==> src/rtl/fir_output_decimator_if.sv <==
// Output stream of the FIR decimator: delivered sample, its valid flag and the consumer's ready.
interface fir_output_decimator_if #(
  parameter int OUT_WIDTH = 16
);
  logic signed [OUT_WIDTH-1:0] o_data;
  logic                        o_valid;
  logic                        i_ready;

  modport master (output o_data, output o_valid, input i_ready);
  modport slave  (input o_data, input o_valid, output i_ready);
endinterface

==> src/rtl/fir_output_decimator.sv <==
// Decimates a full-rate FIR output, rounds and saturates it to OUT_WIDTH,
// and queues the result in a first-word-fall-through FIFO toward a ready/valid consumer.
module fir_output_decimator #(
  parameter int IN_WIDTH   = 36,
  parameter int OUT_WIDTH  = 16,
  parameter int SHIFT      = 15,
  parameter int DECIM      = 4,
  parameter int WARMUP     = 63,
  parameter int FIFO_DEPTH = 8
) (
  input  logic                       i_clk,
  input  logic                       i_rst,
  input  logic signed [IN_WIDTH-1:0] i_data,
  fir_output_decimator_if.master     out_if,
  output logic                       o_overflow,
  output logic [15:0]                o_sat_count
);
  localparam int WARM_W = 11;
  localparam int PH_W   = (DECIM > 1) ? $clog2(DECIM) : 1;
  localparam int AW     = $clog2(FIFO_DEPTH);
  localparam int S_W    = IN_WIDTH + 1;

  localparam logic signed [S_W-1:0] ROUND_K = S_W'(1) << (SHIFT - 1);
  localparam logic signed [S_W-1:0] SAT_MAX =
    {{(S_W - OUT_WIDTH + 1){1'b0}}, {(OUT_WIDTH - 1){1'b1}}};
  localparam logic signed [S_W-1:0] SAT_MIN =
    {{(S_W - OUT_WIDTH + 1){1'b1}}, {(OUT_WIDTH - 1){1'b0}}};
  localparam logic signed [OUT_WIDTH-1:0] OUT_MAX = {1'b0, {(OUT_WIDTH - 1){1'b1}}};
  localparam logic signed [OUT_WIDTH-1:0] OUT_MIN = {1'b1, {(OUT_WIDTH - 1){1'b0}}};

  logic [WARM_W-1:0]           warm_cnt_q, warm_cnt_d;
  logic [PH_W-1:0]             phase_q, phase_d;
  logic signed [S_W-1:0]       s1_q, s1_d;
  logic                        s1_v_q, s1_v_d;
  logic signed [OUT_WIDTH-1:0] s2_q, s2_d;
  logic                        s2_v_q, s2_v_d;
  logic [15:0]                 sat_cnt_q, sat_cnt_d;
  logic [OUT_WIDTH-1:0]        mem_q [FIFO_DEPTH];
  logic [OUT_WIDTH-1:0]        mem_d [FIFO_DEPTH];
  logic [AW-1:0]               rd_ptr_q, rd_ptr_d;
  logic [AW-1:0]               wr_ptr_q, wr_ptr_d;
  logic [AW:0]                 count_q, count_d;
  logic                        ovf_q, ovf_d;

  logic                        warm_done;
  logic                        capture;
  logic signed [S_W-1:0]       shifted;
  logic                        clip_hi;
  logic                        clip_lo;
  logic                        push;
  logic                        pop;
  logic                        full;
  logic                        accept;

  assign warm_done = (warm_cnt_q == WARM_W'(WARMUP));
  assign capture   = warm_done && (phase_q == '0);
  assign shifted   = s1_q >>> SHIFT;
  assign clip_hi   = (shifted > SAT_MAX);
  assign clip_lo   = (shifted < SAT_MIN);

  // A push into a full FIFO is still accepted when the consumer frees a slot on the same edge.
  assign push   = s2_v_q;
  assign pop    = (count_q != '0) && out_if.i_ready;
  assign full   = (count_q == (AW + 1)'(FIFO_DEPTH));
  assign accept = push && (!full || pop);

  always_comb begin
    warm_cnt_d = warm_cnt_q;
    phase_d    = phase_q;
    s1_d       = s1_q;
    s1_v_d     = capture;
    s2_d       = s2_q;
    s2_v_d     = s1_v_q;
    sat_cnt_d  = sat_cnt_q;
    mem_d      = mem_q;
    rd_ptr_d   = rd_ptr_q;
    wr_ptr_d   = wr_ptr_q;
    count_d    = count_q;
    ovf_d      = ovf_q;

    if (!warm_done) begin
      warm_cnt_d = warm_cnt_q + WARM_W'(1);
    end else if (phase_q == PH_W'(DECIM - 1)) begin
      phase_d = '0;
    end else begin
      phase_d = phase_q + PH_W'(1);
    end

    if (capture) begin
      s1_d = $signed({i_data[IN_WIDTH-1], i_data}) + ROUND_K;
    end

    if (s1_v_q) begin
      if (clip_hi) begin
        s2_d = OUT_MAX;
      end else if (clip_lo) begin
        s2_d = OUT_MIN;
      end else begin
        s2_d = shifted[OUT_WIDTH-1:0];
      end
      if ((clip_hi || clip_lo) && (sat_cnt_q != 16'hFFFF)) begin
        sat_cnt_d = sat_cnt_q + 16'd1;
      end
    end

    if (pop) begin
      rd_ptr_d = rd_ptr_q + AW'(1);
    end
    if (accept) begin
      mem_d[wr_ptr_q] = s2_q;
      wr_ptr_d        = wr_ptr_q + AW'(1);
    end else if (push) begin
      ovf_d = 1'b1;
    end
    case ({accept, pop})
      2'b10:   count_d = count_q + (AW + 1)'(1);
      2'b01:   count_d = count_q - (AW + 1)'(1);
      default: count_d = count_q;
    endcase
  end

  always_ff @(posedge i_clk or posedge i_rst) begin
    if (i_rst) begin
      warm_cnt_q <= '0;
      phase_q    <= '0;
      s1_q       <= '0;
      s1_v_q     <= 1'b0;
      s2_q       <= '0;
      s2_v_q     <= 1'b0;
      sat_cnt_q  <= '0;
      mem_q      <= '{default: '0};
      rd_ptr_q   <= '0;
      wr_ptr_q   <= '0;
      count_q    <= '0;
      ovf_q      <= 1'b0;
    end else begin
      warm_cnt_q <= warm_cnt_d;
      phase_q    <= phase_d;
      s1_q       <= s1_d;
      s1_v_q     <= s1_v_d;
      s2_q       <= s2_d;
      s2_v_q     <= s2_v_d;
      sat_cnt_q  <= sat_cnt_d;
      mem_q      <= mem_d;
      rd_ptr_q   <= rd_ptr_d;
      wr_ptr_q   <= wr_ptr_d;
      count_q    <= count_d;
      ovf_q      <= ovf_d;
    end
  end

  // o_data is forced to zero whenever nothing is queued, so reset also clears it.
  assign out_if.o_valid = (count_q != '0);
  assign out_if.o_data  = (count_q != '0) ? mem_q[rd_ptr_q] : '0;
  assign o_overflow     = ovf_q;
  assign o_sat_count    = sat_cnt_q;
endmodule

==> src/flat_wrapper.sv <==
// flat-port wrapper written by rule: the top's interface ports become plain ports
module fir_output_decimator_flat 
#(
  parameter int IN_WIDTH   = 36,
  parameter int OUT_WIDTH  = 16,
  parameter int SHIFT      = 15,
  parameter int DECIM      = 4,
  parameter int WARMUP     = 63,
  parameter int FIFO_DEPTH = 8
)
  (i_clk, i_rst, i_data, o_overflow, o_sat_count, out_if_o_data, out_if_o_valid, out_if_i_ready);
  fir_output_decimator_if #(.OUT_WIDTH(OUT_WIDTH)) out_if_i ();
  input  logic i_clk;
  input  logic i_rst;
  input  logic signed [IN_WIDTH-1:0] i_data;
  output logic o_overflow;
  output logic [15:0] o_sat_count;
  output wire logic [$bits(out_if_i.o_data)-1:0] out_if_o_data;
  output wire logic [$bits(out_if_i.o_valid)-1:0] out_if_o_valid;
  input wire logic [$bits(out_if_i.i_ready)-1:0] out_if_i_ready;
  assign out_if_o_data = out_if_i.o_data;
  assign out_if_o_valid = out_if_i.o_valid;
  assign out_if_i.i_ready = out_if_i_ready;
  fir_output_decimator #(.IN_WIDTH(IN_WIDTH), .OUT_WIDTH(OUT_WIDTH), .SHIFT(SHIFT), .DECIM(DECIM), .WARMUP(WARMUP), .FIFO_DEPTH(FIFO_DEPTH)) u_core (.i_clk(i_clk), .i_rst(i_rst), .i_data(i_data), .out_if(out_if_i), .o_overflow(o_overflow), .o_sat_count(o_sat_count));
endmodule
==> config.mk <==
export PLATFORM = sky130hd
export DESIGN_NAME = fir_output_decimator_flat
export DESIGN_NICKNAME = d
export VERILOG_FILES = /design/src/rtl/fir_output_decimator_if.sv /design/src/rtl/fir_output_decimator.sv /design/src/flat_wrapper.sv
export SDC_FILE = /design/constraint.sdc
export NUM_CORES = 1
export LEC_CHECK = 0
export BUFFER_PORTS_ARGS = -buffer_cell sky130_fd_sc_hd__buf_2
export CORE_MARGIN = 5
export CORE_UTILIZATION = 45
export DETAILED_ROUTE_END_ITERATION = 16
export PLACE_DENSITY = 0.69
export RECOVER_POWER = 50
export SYNTH_ARGS = -nofsm -noshare
export SYNTH_HDL_FRONTEND = slang
export SYNTH_SLANG_ARGS = --single-unit
==> constraint.sdc <==
create_clock -name i_clk -period 15.5 [get_ports i_clk]
set_input_delay 0.775 -clock i_clk [delete_from_list [all_inputs] [get_ports i_clk]]
set_output_delay 0.775 -clock i_clk [all_outputs]
set_load 0.05 [all_outputs]
==> impl.org, run 1 <==
** Setup path
- In this run the worst path has a maximum fanout of 143.
- CP Data Required Time :: 15.07 ns
- Walking the worst path, the cells encountered are buf_2 > clkinvlp_2 > clkbuf_1.
- Buffering stage count on the worst path with inverters included :: 3
- Maximum single-stage delay on the critical path :: 3.36 ns
- Category of the critical setup timing path :: primary input to async pin
- The critical path runs through a total of 3 cells.
- Terminus of the critical flop-to-flop path :: u_core.s1_q[30]
- Termination of the worst setup path :: u_core.rd_ptr_q[1]
- The startpoint identified for the worst register-to-register timing path is u_core.warm_cnt_q[7].
- The number of cells on the worst reg-to-reg path is 5.
- Worst Setup SP :: i_rst
- For flop-to-flop paths, the worst setup slack is 12.60 ns.
- The worst setup path is launched from a primary input.
- STA puts the critical path data arrival time at 6.87 ns.
- Slowest CP cell :: clkinvlp_2
- The kind of cell with the highest combined delay along the critical path is buffers and inverters.
- Worst setup EP type :: async pin

** Clocking
- The number of hold buffers added after CTS was 0.
- Counting along the longest clock path gives a buffer depth of 3.
- Clock tree from TritonCTS :: built
- Clk_lat worst skew :: 0.50 ns
- CTS Root Cell :: clkbuf_16
- Cts bufs inserted :: 22
- In this run, post-CTS repair resized a total of 0 instances.
- The clock net in this run drives a total of 208 sinks.
- Depth of the CTS H-tree :: 1
- Once the clock tree was built, the setup fixing pass inserted 0 buffers.
- After clock tree synthesis, the clock-pin slew on the worst setup and hold paths is 0.06 ns.

** Detailed routing
- Wirelength, routed :: 19,500 um
- Dividing the detail-routed wire length by the instance count gives 17.8 um.
- In the routed design, unresolved DRC markers number 0.
- Drt pass-1 iters :: 4
- Antenna-violating nets left :: 0
- In the routed layout, each cell is associated on average with a via count of 5.50.
- The detailed router finished its first iteration with 305 violations.
- For this block, the via count after detailed routing is 6,014.

** Yosys
- Synthesized instance count :: 745
- By area the synthesized netlist is led by dfrtp_1 (54%), mux2_2 (16%), mux4_2 (7.5%).
- The synthesized netlist devotes 1.29% of its cell area to adder and majority cells.
- The synthesized netlist devotes 3.80% of its cell area to XOR and XNOR gates.
- Share of the synthesized area in compound gates (AO/OA/AOI/OAI) :: 3.86%
- The Yosys step of the flow raised 0 warnings.
- The number of different library cells used by synthesis comes to 47.
- Yosys mapped a number of flops with a built-in enable equal to 0.
- Leading cell type by number of instances after synthesis :: dfrtp_1
- Syn Nets :: 794
- Synthesized area :: 9670 sq um
- Synthesized area per cell :: 13.0 sq um
- Area fraction of the dominant cell type after synthesis :: 53.8%
- Post-synthesis simple-gate area fraction :: 9.82%
- For this run, the register share of the synthesized area comes to 53.8%.
- Share of synthesized registers carrying an async set or reset :: 100%
- Register bit total from synthesis :: 208
- Dominant cell type by area after synthesis :: dfrtp_1
- Commonest cells in the netlist :: dfrtp_1 (208), mux2_2 (134), nor2_1 (40)
- In the synthesized netlist, mux cells make up 24.7% of the area.
- After synthesis, the largest family of logic cells by area is multiplexers.
- Top_reg_cell synth :: dfrtp_1

** Timing
- TNS Setup :: 0 ns
- Maximum operating frequency :: 137 MHz
- Setup violations remaining at the end of the flow were counted as 0.
- Hold violation count in the final report :: 0
- Max Slew Vio Count :: 246
- Tightest Pin Transition :: 6.14 ns
- Remaining max-slew budget at the tightest pin :: -311%
- Setup slack on the critical path of the routed design comes to 8.20 ns.
- Setup repair after global routing left no endpoint under its margin.
- The final critical path takes up 47.1% of the cycle.
- Time the final worst path needs with I/O delays and setup :: 7.30 ns
- Worst clock skew :: 0.0116 ns

** Die
- The initial utilization of the core area, before any placement, comes to 45.8%.
- Core Box Area :: 21,100 sq um
- Vertical die dimension :: 157 um
- Die ar. :: 24,500 sq um
- 73 I/O pins were placed.
- Row generation in the floorplan step produced 53 rows.
- The die is 157 um wide.

** Hold path
- The min-delay analysis places its worst path in the category flip-flop to flip-flop.
- The worst hold path begins at u_core.warm_cnt_q[10].

** Placed design
- Area after detailed placement :: 10,300 sq um
- Number of buffers added on ports :: 58
- Detail Placement HPWL :: 12,300 um
- At the end of routability-driven placement, the weighted congestion stood at 0.828.
- Setup slack after placement :: 12.45 ns

** Cells and area
- Fill cells in the final layout number 1,841.
- For this run, the post-layout net count is 851.
- The repair_antennas step left the layout with diodes totalling 0.
- Of the cells placed in the final design, the portion with a size suffix greater than 1 is 31.7%.
- Fin area :: 11,000 sq um
- Signed area change from the synthesized netlist to the final layout :: 13.6%

** Global route
- Gr ovfl total :: 0
- Via count of the first global-routing pass :: 6,116
- GRT Resource Usage Total :: 16.3%
- Global-route wire length before repair :: 32,500 um
- The number of antenna violations at the first check in global routing is 0.
- Maximum number of pins on one net before global-route repair :: 144

** Outcome
- The flow ran to the end, but the final reports show violations.
- The checks that failed: max-capacitance violations, max-slew violations.

** Power
- Summing internal, switching and leakage power gives 1270 uW.
- The analysis attributes to cell leakage a power of 0.00523 uW.
- Dividing total power by cell area gives a power density of 116 nW/um^2.
- Maximum vdd ir drop :: 0.0000689 V

** Flow run
- The tool flagged a number of max-cap violations equal to 3.
-- flip-flops by register name, indices dropped and copies added (netlist names) --
register	count
u_core.o_sat_count	16
u_core.s1_q	22
u_core.s2_q	16
u_core.s1_v_q	1
u_core.rd_ptr_q	3
u_core.phase_q	2
u_core.warm_cnt_q	11
u_core.push	1
u_core.o_overflow	1
u_core.wr_ptr_q	3
u_core.mem_q	128
u_core.count_q	4
-- metal layers --
layer	track usage, %	part of all wire, %	vias up
met1	24.7	49	3061
met3	2.54	3.7	23
li1	-	-	2830
met4	3.22	1.6	0
met2	25.1	46	100
met5	0	0	-
-- power by group --
part,leakage [uW],switching [uW],internal [uW]
Sequential,0.00276,31.8,553
Combinational,0.00210,73.5,66.3
Clock,0.000369,212,337
-- layout make-up --
class | instances | area [sq um] | share of cell area, %
Inverter | 25 | 95.1 | 0.866
Multi-Input combinational cell | 474 | 4220 | 38.4
Clock inverter | 9 | 129 | 1.17
Timing Repair Buffer | 71 | 352 | 3.20
Sequential cell | 208 | 5210 | 47.4
Clock buffer | 31 | 636 | 5.79
Tap cell | 275 | 344 | 3.13
-- worst min-delay path by stage --
stage	end	slack, ns	cells after the start
floorplan	u_core.push	0.35	0
global placement	u_core.o_overflow	0.44	1
detailed placement	u_core.o_overflow	0.45	1
CTS	u_core.o_overflow	0.46	1
global route	u_core.warm_cnt_q[10]	0.47	1
finish	u_core.warm_cnt_q[10]	0.46	1
-- per-stage QoR --
stage               util (%)  hold slack [ns]  cells
floorplan                  -            0.352    745
detailed placement      48.7            0.448   1053
finish                  52.1            0.460   1093
global placement        48.7            0.438   1053
CTS                     52.3            0.460   1093
global route            52.1            0.469   1093
-- cell families (layout without fill, tap and decap cells) --
logic type,after synthesis,count (layout)
flops,208,208
mux,182,182
simple gates,176,176
compound gates,64,64
buf+inv,63,136
xor+xnor,42,42
fa+ha+maj,10,10
-- cell usage in the layout, fill, tap and decap left out, types with 10 or more instances in the layout --
cell type / synthesis / layout
mux2i_1: 16 / 16
o22ai_1: 15 / 15
o21ai_0: 22 / 22
ha_1: 10 / 10
nor4_1: 10 / 10
xor2_1: 30 / 30
buf_2: 10 / 41
mux2_2: 134 / 134
nand2_1: 36 / 36
clkbuf_1: 22 / 26
xnor2_1: 12 / 12
dfrtp_1: 208 / 207
nand3_1: 23 / 23
nand4_1: 14 / 14
mux4_2: 32 / 32
a21oi_1: 12 / 12
clkbuf_16: 0 / 23
nor2_1: 40 / 40
inv_1: 24 / 24
No activity file was read; power rests on OpenSTA's default activity.
==> run 2: changes to the inputs <==
--- a/config.mk
+++ b/config.mk
@@ -5,11 +5,12 @@
 export SDC_FILE = /design/constraint.sdc
 export NUM_CORES = 1
 export LEC_CHECK = 0
+export ABC_AREA = 1
 export BUFFER_PORTS_ARGS = -buffer_cell sky130_fd_sc_hd__buf_2
 export CORE_MARGIN = 5
 export CORE_UTILIZATION = 45
 export DETAILED_ROUTE_END_ITERATION = 16
-export PLACE_DENSITY = 0.69
+export PLACE_DENSITY = 0.68
 export RECOVER_POWER = 50
 export SYNTH_ARGS = -nofsm -noshare
 export SYNTH_HDL_FRONTEND = slang
==> constraint.sdc (replaced) <==
create_clock -name i_clk -period 7.55 [get_ports i_clk]
set_input_delay 0.3775 -clock i_clk [delete_from_list [all_inputs] [get_ports i_clk]]
set_output_delay 0.3775 -clock i_clk [all_outputs]
set_load 0.05 [all_outputs]
==> impl.org, run 2 <==
** Cells and area
- Non-filler instance count after layout :: 1,549 (+42%)
- The area of all sequential standard cells was 5210 sq um (unchanged).
- Signed area change from the synthesized netlist to the final layout :: 9.62%
- The library cell used most frequently in the layout, excluding fill and tap cells, is nand2_1.
- Final core utilization :: 49.6% (-2.5 points)
- Largest registers :: u_core.mem_q (128), u_core.s1_q (22)
- Flip-flop count of the largest register after layout :: 128 (unchanged)
- The count of filler cells inserted in the layout was 2,194 (+19%).
- Multi-input logic area :: 4290 sq um (+1.7%)
- Top reg by flops :: u_core.mem_q
- The antenna diode count is 0 (unchanged).
- The ratio of cells with drive above 1 in the final layout is 8.15% (-24 points).
- The post-route standard cell area excluding fillers is 11,100 sq um (+1.3%).
- The number of nets in the final layout came to 1,298 (+53%).
- In the layout the commonest cells are nand2_1 (327), dfrtp_1 (207), nor2_1 (180).

** Power
- Combinational fraction of design power :: 33.6% (+23 points)
- Clock network power share :: 31.7% (-11 points)
- The peak supply drop was 0.000337 V (+390%).
- Leak pwr :: 0.00505 uW (-3.5%)
- The switching portion of total power came to 39.1% (+14 points).
- Seq pwr share :: 34.6% (-11 points)
- Switching power total :: 1310 uW (+310%)
- The power density over the cells is 302 nW/um^2 (+160%).
- The cell-internal power was 2050 uW (+110%).

** Setup path
- The worst setup path is launched from a primary input.
- The maximum fanout encountered on the critical timing path is 142 (-0.70%).
- CP Data Required Time :: 7.37 ns (-7.70 ns)
- Worst Setup SP :: i_rst
- The worst endpoint data arrival time was 3.78 ns (-3.09 ns).
- Critical R2R Launch :: u_core.count_q[0]
- Category of the critical setup timing path :: primary input to async pin
- The worst setup path is captured at an async pin.

** Yosys
- The distinct cell type count of the synthesized netlist was 34 (-28%).
- The fraction of the yosys area taken by sequential cells was 51.3% (-2.5 points).
- Synthesized area :: 10,100 sq um (+4.9%)
- Synthesized area per cell :: 8.32 sq um (-36%)
- Cell types with the largest area share after synthesis :: dfrtp_1 (51%), nand2_1 (12%), nor2_1 (6.6%)
- Counting instances in the post-synthesis netlist gives the leading cell types as nand2_1 (326), dfrtp_1 (208), nor2_1 (178).
- Summed over all instances, the cell type with the most area after synthesis is dfrtp_1.
- Syn Nets :: 1,268 (+60%)
- Area fraction of the dominant cell type after synthesis :: 51.3% (-2.5 points)
- Register bit total from synthesis :: 208 (unchanged)
- Top_reg_cell synth :: dfrtp_1
- The number of warnings issued by yosys came to 0 (unchanged).
- EDFF count, synth :: 0 (unchanged)
- The gate count of the mapped netlist came to 1,219 (+64%).
- Leading cell type by number of instances after synthesis :: nand2_1
- Share of synthesized registers carrying an async set or reset :: 100% (unchanged)

** Detailed routing
- Detailed-route wire length on metal 1 :: 11,000 um (+16%)
- The violation count after the first detailed-route iteration is 697 (+130%).
- The number of detailed-route iterations in the first pass is 5 (+1).
- Residual DRC count :: 0 (unchanged)
- Highest layer used for signal routing :: met4
- Antenna-violating nets left :: 0 (unchanged)
- The total wire length came to 23,000 um (+18%).
- Total met2 wirelength after detailed routing :: 10,600 um (+19%)
- The amount of wire on met3 after detailed routing came to 1100 um (+52%).
- Average detailed-routed wire length per instance :: 14.9 um (-17%)
- Routed vias :: 8,089 (+35%)
- The via-per-instance ratio came to 5.22 (-5.1%).

** Placed design
- Area after detailed placement :: 10,500 sq um (+1.8%)
- Gp weighted congestion :: 0.885 (+6.8%)
- Placed cell count :: 1,509 (+43%)
- The count of port buffers added during placement was 58 (unchanged).
- Detail Placement HPWL :: 14,100 um (+15%)

** Timing
- The transition time at the pin with the least slew margin is 3.45 ns (-2.69 ns).
- The total setup violations reported at the end of the flow was 0 (unchanged).
- Setup repair after global routing missed its margin :: false
- The max-slew headroom at the worst pin came to -130% (+180 points).
- The final setup skew was 0.0144 ns (+0.00282 ns).
- After layout, the worst path uses 52.6% of the clock period.
- Based on the critical path, the design can be clocked at up to 252 MHz.
- After layout, the minimum clock period comes to 3.97 ns.
- Max Slew Vio Count :: 68 (-72%)
- TNS Setup :: 0 ns (unchanged)
- The count of final hold-check violations is 0 (unchanged).

** Clocking
- Clk_lat worst skew :: 0.50 ns (about the same)
- Cts bufs inserted :: 23 (+4.5%)
- Clk sinks :: 208 (unchanged)
- The number of hold buffers added after cts was 0 (unchanged).
- CTS Root Cell :: clkbuf_16
- Post-CTS Resized :: 0 (unchanged)
- Clock tree from TritonCTS :: built
- The number of H-tree branching levels is 1 (unchanged).
- The clock-pin slew reported for the worst setup and hold paths after clock tree synthesis is 0.06 ns (about the same).
- The post-CTS setup-driven buffer insertion count was 0 (unchanged).
- Maximum buffer depth of the clock tree :: 3 (unchanged)

** Global route
- GRT Resource Usage Total :: 17.9% (+1.6 points)
- Global-route wire length before repair :: 39,000 um (+20%)
- Gr ovfl total :: 0 (unchanged)
- Maximum number of pins on one net before global-route repair :: 143 (-0.69%)
- Via count of the first global-routing pass :: 7,780 (+27%)
- The number of antenna violations at the first check in global routing came to 0 (unchanged).

** Die
- The die outline area was 25,600 sq um (+4.6%).
- Num rows :: 55 (+3.8%)
- Vertical die dimension :: 160 um (+2.3%)
- The die extent in x came to 160 um (+2.3%).
- The total I/O pin count is 73 (unchanged).
- Core Box Area :: 22,400 sq um (+6.4%)
- Starting utilization of the core area :: 45.2% (-0.64 points)

** Hold path
- Classification of the worst-slack hold path :: primary input to async pin

** Outcome
- The run finished, with violations left.
- The checks that failed: max-capacitance violations, max-slew violations.

** Flow run
- Total of max-cap violations :: 1 (-2)
run 2: changes by cell type after synthesis, moves of 32 or more:
cell	previous run	this run
o21ai_1	0	111
mux4_2	32	0
inv_1	24	57
nor2_1	40	178
o21ai_0	22	103
mux2_2	134	0
nand2_1	36	326
run 2: metal layers:
layer | vias up | GRT usage, %
met3 | 19 | 2.66
met2 | 159 | 30.0
met5 | - | 0
met1 | 3847 | 25.1
met4 | 0 | 3.29
li1 | 4064 | -
run 2: worst paths after layout:
path	to	slack, ns	depth (start not counted)
max	u_core.s1_q[21]	3.58	3
min	u_core.warm_cnt_q[2]	0.09	2
max reg2reg	u_core.count_q[2]	4.33	11
min reg2reg	u_core.o_overflow	0.47	1
max in group i_clk	out_if_o_data[8]	3.77	8
min in group i_clk	u_core.o_overflow	0.17	4
run 2: stage by stage:
step	power, uW	hold WS [ns]	worst slack [ns]
CTS	3380	0.135	3.82
detailed placement	2310	0.458	4.36
finish	3360	0.0885	3.58
floorplan	2030	0.352	1.49
global route	3540	0.172	2.56
global placement	2310	0.459	4.37
run 2: cells by family (layout without fill, tap and decap cells):
kind of cell / Yosys count / in the layout / share of synthesized area [%]
AOI/OAI and AO/OA: 270 / 270 / 14.3
xor gates and xnor gates: 37 / 37 / 3.20
adders and majority gates: 10 / 10 / 1.23
buffers and inverters: 122 / 167 / 6.17
DFF: 208 / 208 / 51.3
and+or+nand+nor: 572 / 572 / 23.8
run 2: critical path, stage by stage:
cell	delay, ns
clkbuf_1	0.13
inv_8	0.63
clkbuf_1	2.51
run 2: area by class of cell:
class,instances,area share [%]
multi-input cells,889,38.6
well taps,285,3.21
clock inverters,11,0.799
clock buffers,29,5.65
flip-flops and latches,208,46.8
inverters,62,2.16
repair buffers,65,2.78
run 2: power groups by stage:
stage	Sequential [uW]	Clock, uW	Combinational, uW
6_report	1160	1070	1130
5_1_grt	1170	1140	1230
4_1_cts	1170	1090	1130
3_5_place_dp	1190	0	1130
3_3_place_gp	1180	0	1120
2_1_floorplan	1170	0	864
==> run 3: changes to the inputs <==
--- a/config.mk
+++ b/config.mk
@@ -10,7 +10,7 @@
 export CORE_MARGIN = 5
 export CORE_UTILIZATION = 45
 export DETAILED_ROUTE_END_ITERATION = 16
-export PLACE_DENSITY = 0.68
+export PLACE_DENSITY = 0.71
 export RECOVER_POWER = 50
 export SYNTH_ARGS = -nofsm -noshare
 export SYNTH_HDL_FRONTEND = slang
==> constraint.sdc (replaced) <==
create_clock -name i_clk -period 3.25 [get_ports i_clk]
set_input_delay 0.1625 -clock i_clk [delete_from_list [all_inputs] [get_ports i_clk]]
set_output_delay 0.1625 -clock i_clk [all_outputs]
set_load 0.05 [all_outputs]
==> impl.org, run 3 (same netlist as run 2, synthesis figures left out) <==
** Outcome
- Result of the run :: finished, violations left
- The checks that failed: max-capacitance violations, max-slew violations.

** Cells and area
- Top reg by flops :: u_core.mem_q
- The area occupied by multi-input gates was 4310 sq um (+0.41%).
- The largest registers in the layout are u_core.mem_q (128), u_core.s1_q (22).
- The count of filler cells inserted in the layout was 2,130 (-2.9%).
- The antenna diode count is 0 (unchanged).
- Sequential Area :: 5210 sq um (unchanged)
- In the layout the commonest cells are nand2_1 (327), dfrtp_1 (207), nor2_1 (179).
- Commonest non-fill, non-tap cell in the layout :: nand2_1
- The ratio of cells with drive above 1 in the final layout was 9.56% (+1.4 points).
- Fin nets :: 1,311 (+1.0%)
- Relative to the synthesized area, the layout overhead comes to 11.4%.
- Flip-flop count of the largest register after layout :: 128 (unchanged)

** Global route
- Global-route wire length before repair :: 38,900 um (about the same)
- Gr ovfl total :: 0 (unchanged)
- The combined global-route utilization of all metal layers came to 18.0% (+0.15 points).
- The number of global-route vias before repair is 7,715 (-0.84%).
- Maximum number of pins on one net before global-route repair :: 75 (-48%)
- The number of antenna violations at the first check in global routing is 0 (unchanged).

** Timing
- Tightest Pin Transition :: 1.70 ns (-1.75 ns)
- Maximum operating frequency :: 373 MHz
- Setup repair after global routing missed its margin :: false
- The total setup violations reported at the end of the flow was 0 (unchanged).
- Final critical-path setup slack :: 0.570 ns (-3.01 ns)
- Time the final worst path needs with I/O delays and setup :: 2.68 ns
- The worst path uses 82.5% of the clock period.
- Hold violation count in the final report :: 0 (unchanged)
- The total count of max-transition violations in the final report is 97 (+43%).
- Worst clock skew :: 0.00635 ns (-0.00805 ns)
- Remaining max-slew budget at the tightest pin :: -13.2% (+120 points)
- TNS Setup :: 0 ns (unchanged)

** Die
- The total I/O pin count was 73 (unchanged).
- Starting utilization of the core area :: 45.2% (unchanged)
- Core Box Area :: 22,400 sq um (unchanged)
- Die ar. :: 25,600 sq um (unchanged)
- The die outline height came to 160 um (unchanged).
- The die extent in x came to 160 um (unchanged).
- The cell row count is 55 (unchanged).

** Clocking
- Cts bufs inserted :: 23 (unchanged)
- Clk_lat worst skew :: 0.49 ns (about the same)
- Clock tree from TritonCTS :: built
- Depth of the CTS H-tree :: 1 (unchanged)
- In this run the clock root is driven by a clkbuf_16.
- Worst-path clk slew :: 0.06 ns (about the same)
- The clock tree buffer depth was 3 (unchanged).
- The clock sink total was 208 (unchanged).
- The post-cts gate resize count is 0 (unchanged).
- The post-CTS setup-driven buffer insertion count was 0 (unchanged).

** Detailed routing
- Number of violations reported at the end of detailed-routing iteration 0 :: 629 (-9.8%)
- The post-detailed-route wirelength per cell was 14.9 um (+0.53%).
- Routed vias :: 8,180 (+1.1%)
- The number of detailed-route iterations in the first pass is 5 (unchanged).
- The via-per-instance ratio is 5.24 (+0.35%).
- Residual DRC count :: 0 (unchanged)
- Wirelength, routed :: 23,300 um (+1.3%)
- Antenna-violating nets left :: 0 (unchanged)

** Placed design
- The worst slack after detailed placement was 1.07 ns (-3.29 ns).
- Gp weighted congestion :: 0.856 (-3.3%)
- Detail Placement HPWL :: 14,600 um (+3.4%)
- Number of buffers added on ports :: 58 (unchanged)

** Hold path
- Classification of the worst-slack hold path :: primary input to flip-flop

** Power
- Maximum vdd ir drop :: 0.000644 V (+91%)
- The total design power was 7890 uW (+130%).
- Leak pwr :: 0.00516 uW (+2.2%)
- PD cells :: 699 nW/um^2 (+130%)

** Setup path
- Startpoint types :: flip-flop
- Worst setup EP type :: output port
- CP Data Required Time :: 3.09 ns (-4.28 ns)
- The worst setup path is of the flip-flop to output port kind.
- Worst EP arrival :: 2.52 ns (-1.26 ns)
- Crit Path Max Fanout :: 65 (-54%)

** Flow run
- The total of max-cap violations came to 2 (+1).
==> run 3: cell count changes in the layout (fill, tap and decap cells not counted), moves of 2 or more <==
cell	previous run	this run
buf_12	0	2
nand3_2	2	4
nand3_1	34	32
clkbuf_1	24	15
dlygate4sd3_1	0	6
clkbuf_8	3	7
buf_2	40	51
inv_8	2	0
clkinv_2	8	3
buf_4	4	8
==> run 3: worst paths after layout <==
path                                             end  depth (start not counted)  slack (ns)          startpoint
worst max-delay path                out_if_o_data[4]                          8        0.57  u_core.rd_ptr_q[0]
worst min-delay path                 u_core.s1_q[34]                          4        0.02          i_data[34]
worst max register to register     u_core.count_q[2]                         11        1.02   u_core.count_q[0]
worst min register to register      u_core.mem_q[80]                          2        0.48    u_core.mem_q[80]
max in group asynchronous           u_core.mem_q[52]                          4        0.83               i_rst
min in group asynchronous       u_core.warm_cnt_q[7]                          3        0.38               i_rst
==> run 3: metal layers <==
| metal | up-vias | wire (um) | global-route usage [%] |
|---|---|---|---|
| li1 | 4092 | - | - |
| met1 | 3870 | 11200 | 26.2 |
| met2 | 182 | 10500 | 29.2 |
| met3 | 36 | 1280 | 2.25 |
| met4 | 0 | 385 | 3.95 |
| met5 | - | 0 | 0 |
==> run 3: layout make-up <==
class                           instances  share of cell area, %
Multi-Input combinational cell        889                   38.1
Clock buffer                           35                   6.11
Clock inverter                          4                  0.399
Inverter                               62                   2.07
Sequential cell                       208                   46.1
Tap cell                              285                   3.16
Timing Repair Buffer                   78                   4.05
==> run 3: timing repair <==
item,4_1_cts,5_1_grt
hold buffers,6,0
endpoints found under the hold margin,24,0
endpoints found under the setup margin,0,0
==> run 3: through the flow <==
stage / hold slack [ns] / utilization, % / instances / instance area, sq um
after detailed placement: 0.231 / 47.0 / 1516 / 10500
after floorplan: 0.313 / - / 1219 / 10100
final: 0.0193 / 50.4 / 1561 / 11300
after CTS: 0.00278 / 50.5 / 1561 / 11300
after global placement: 0.223 / 47.0 / 1516 / 10500
after global routing: 0.0118 / 50.4 / 1561 / 11300
==> run 3: power by group <==
part | internal, uW | total, uW | switching [uW]
clock network | 1530 | 2500 | 973
logic | 713 | 2720 | 2000
registers | 2640 | 2680 | 37.3
total | 4880 | 7890 | 3010
==> run 3: worst max-delay path, cell delays in order (launching register included) <==
cell and delay [ns]:
dfrtp_2 0.35, buf_4 0.54, nor2_1 0.13, nor2_1 0.13
o21ai_0 0.09, o211ai_1 0.11, nand2_1 0.07, nor2_1 0.23
buf_2 0.34
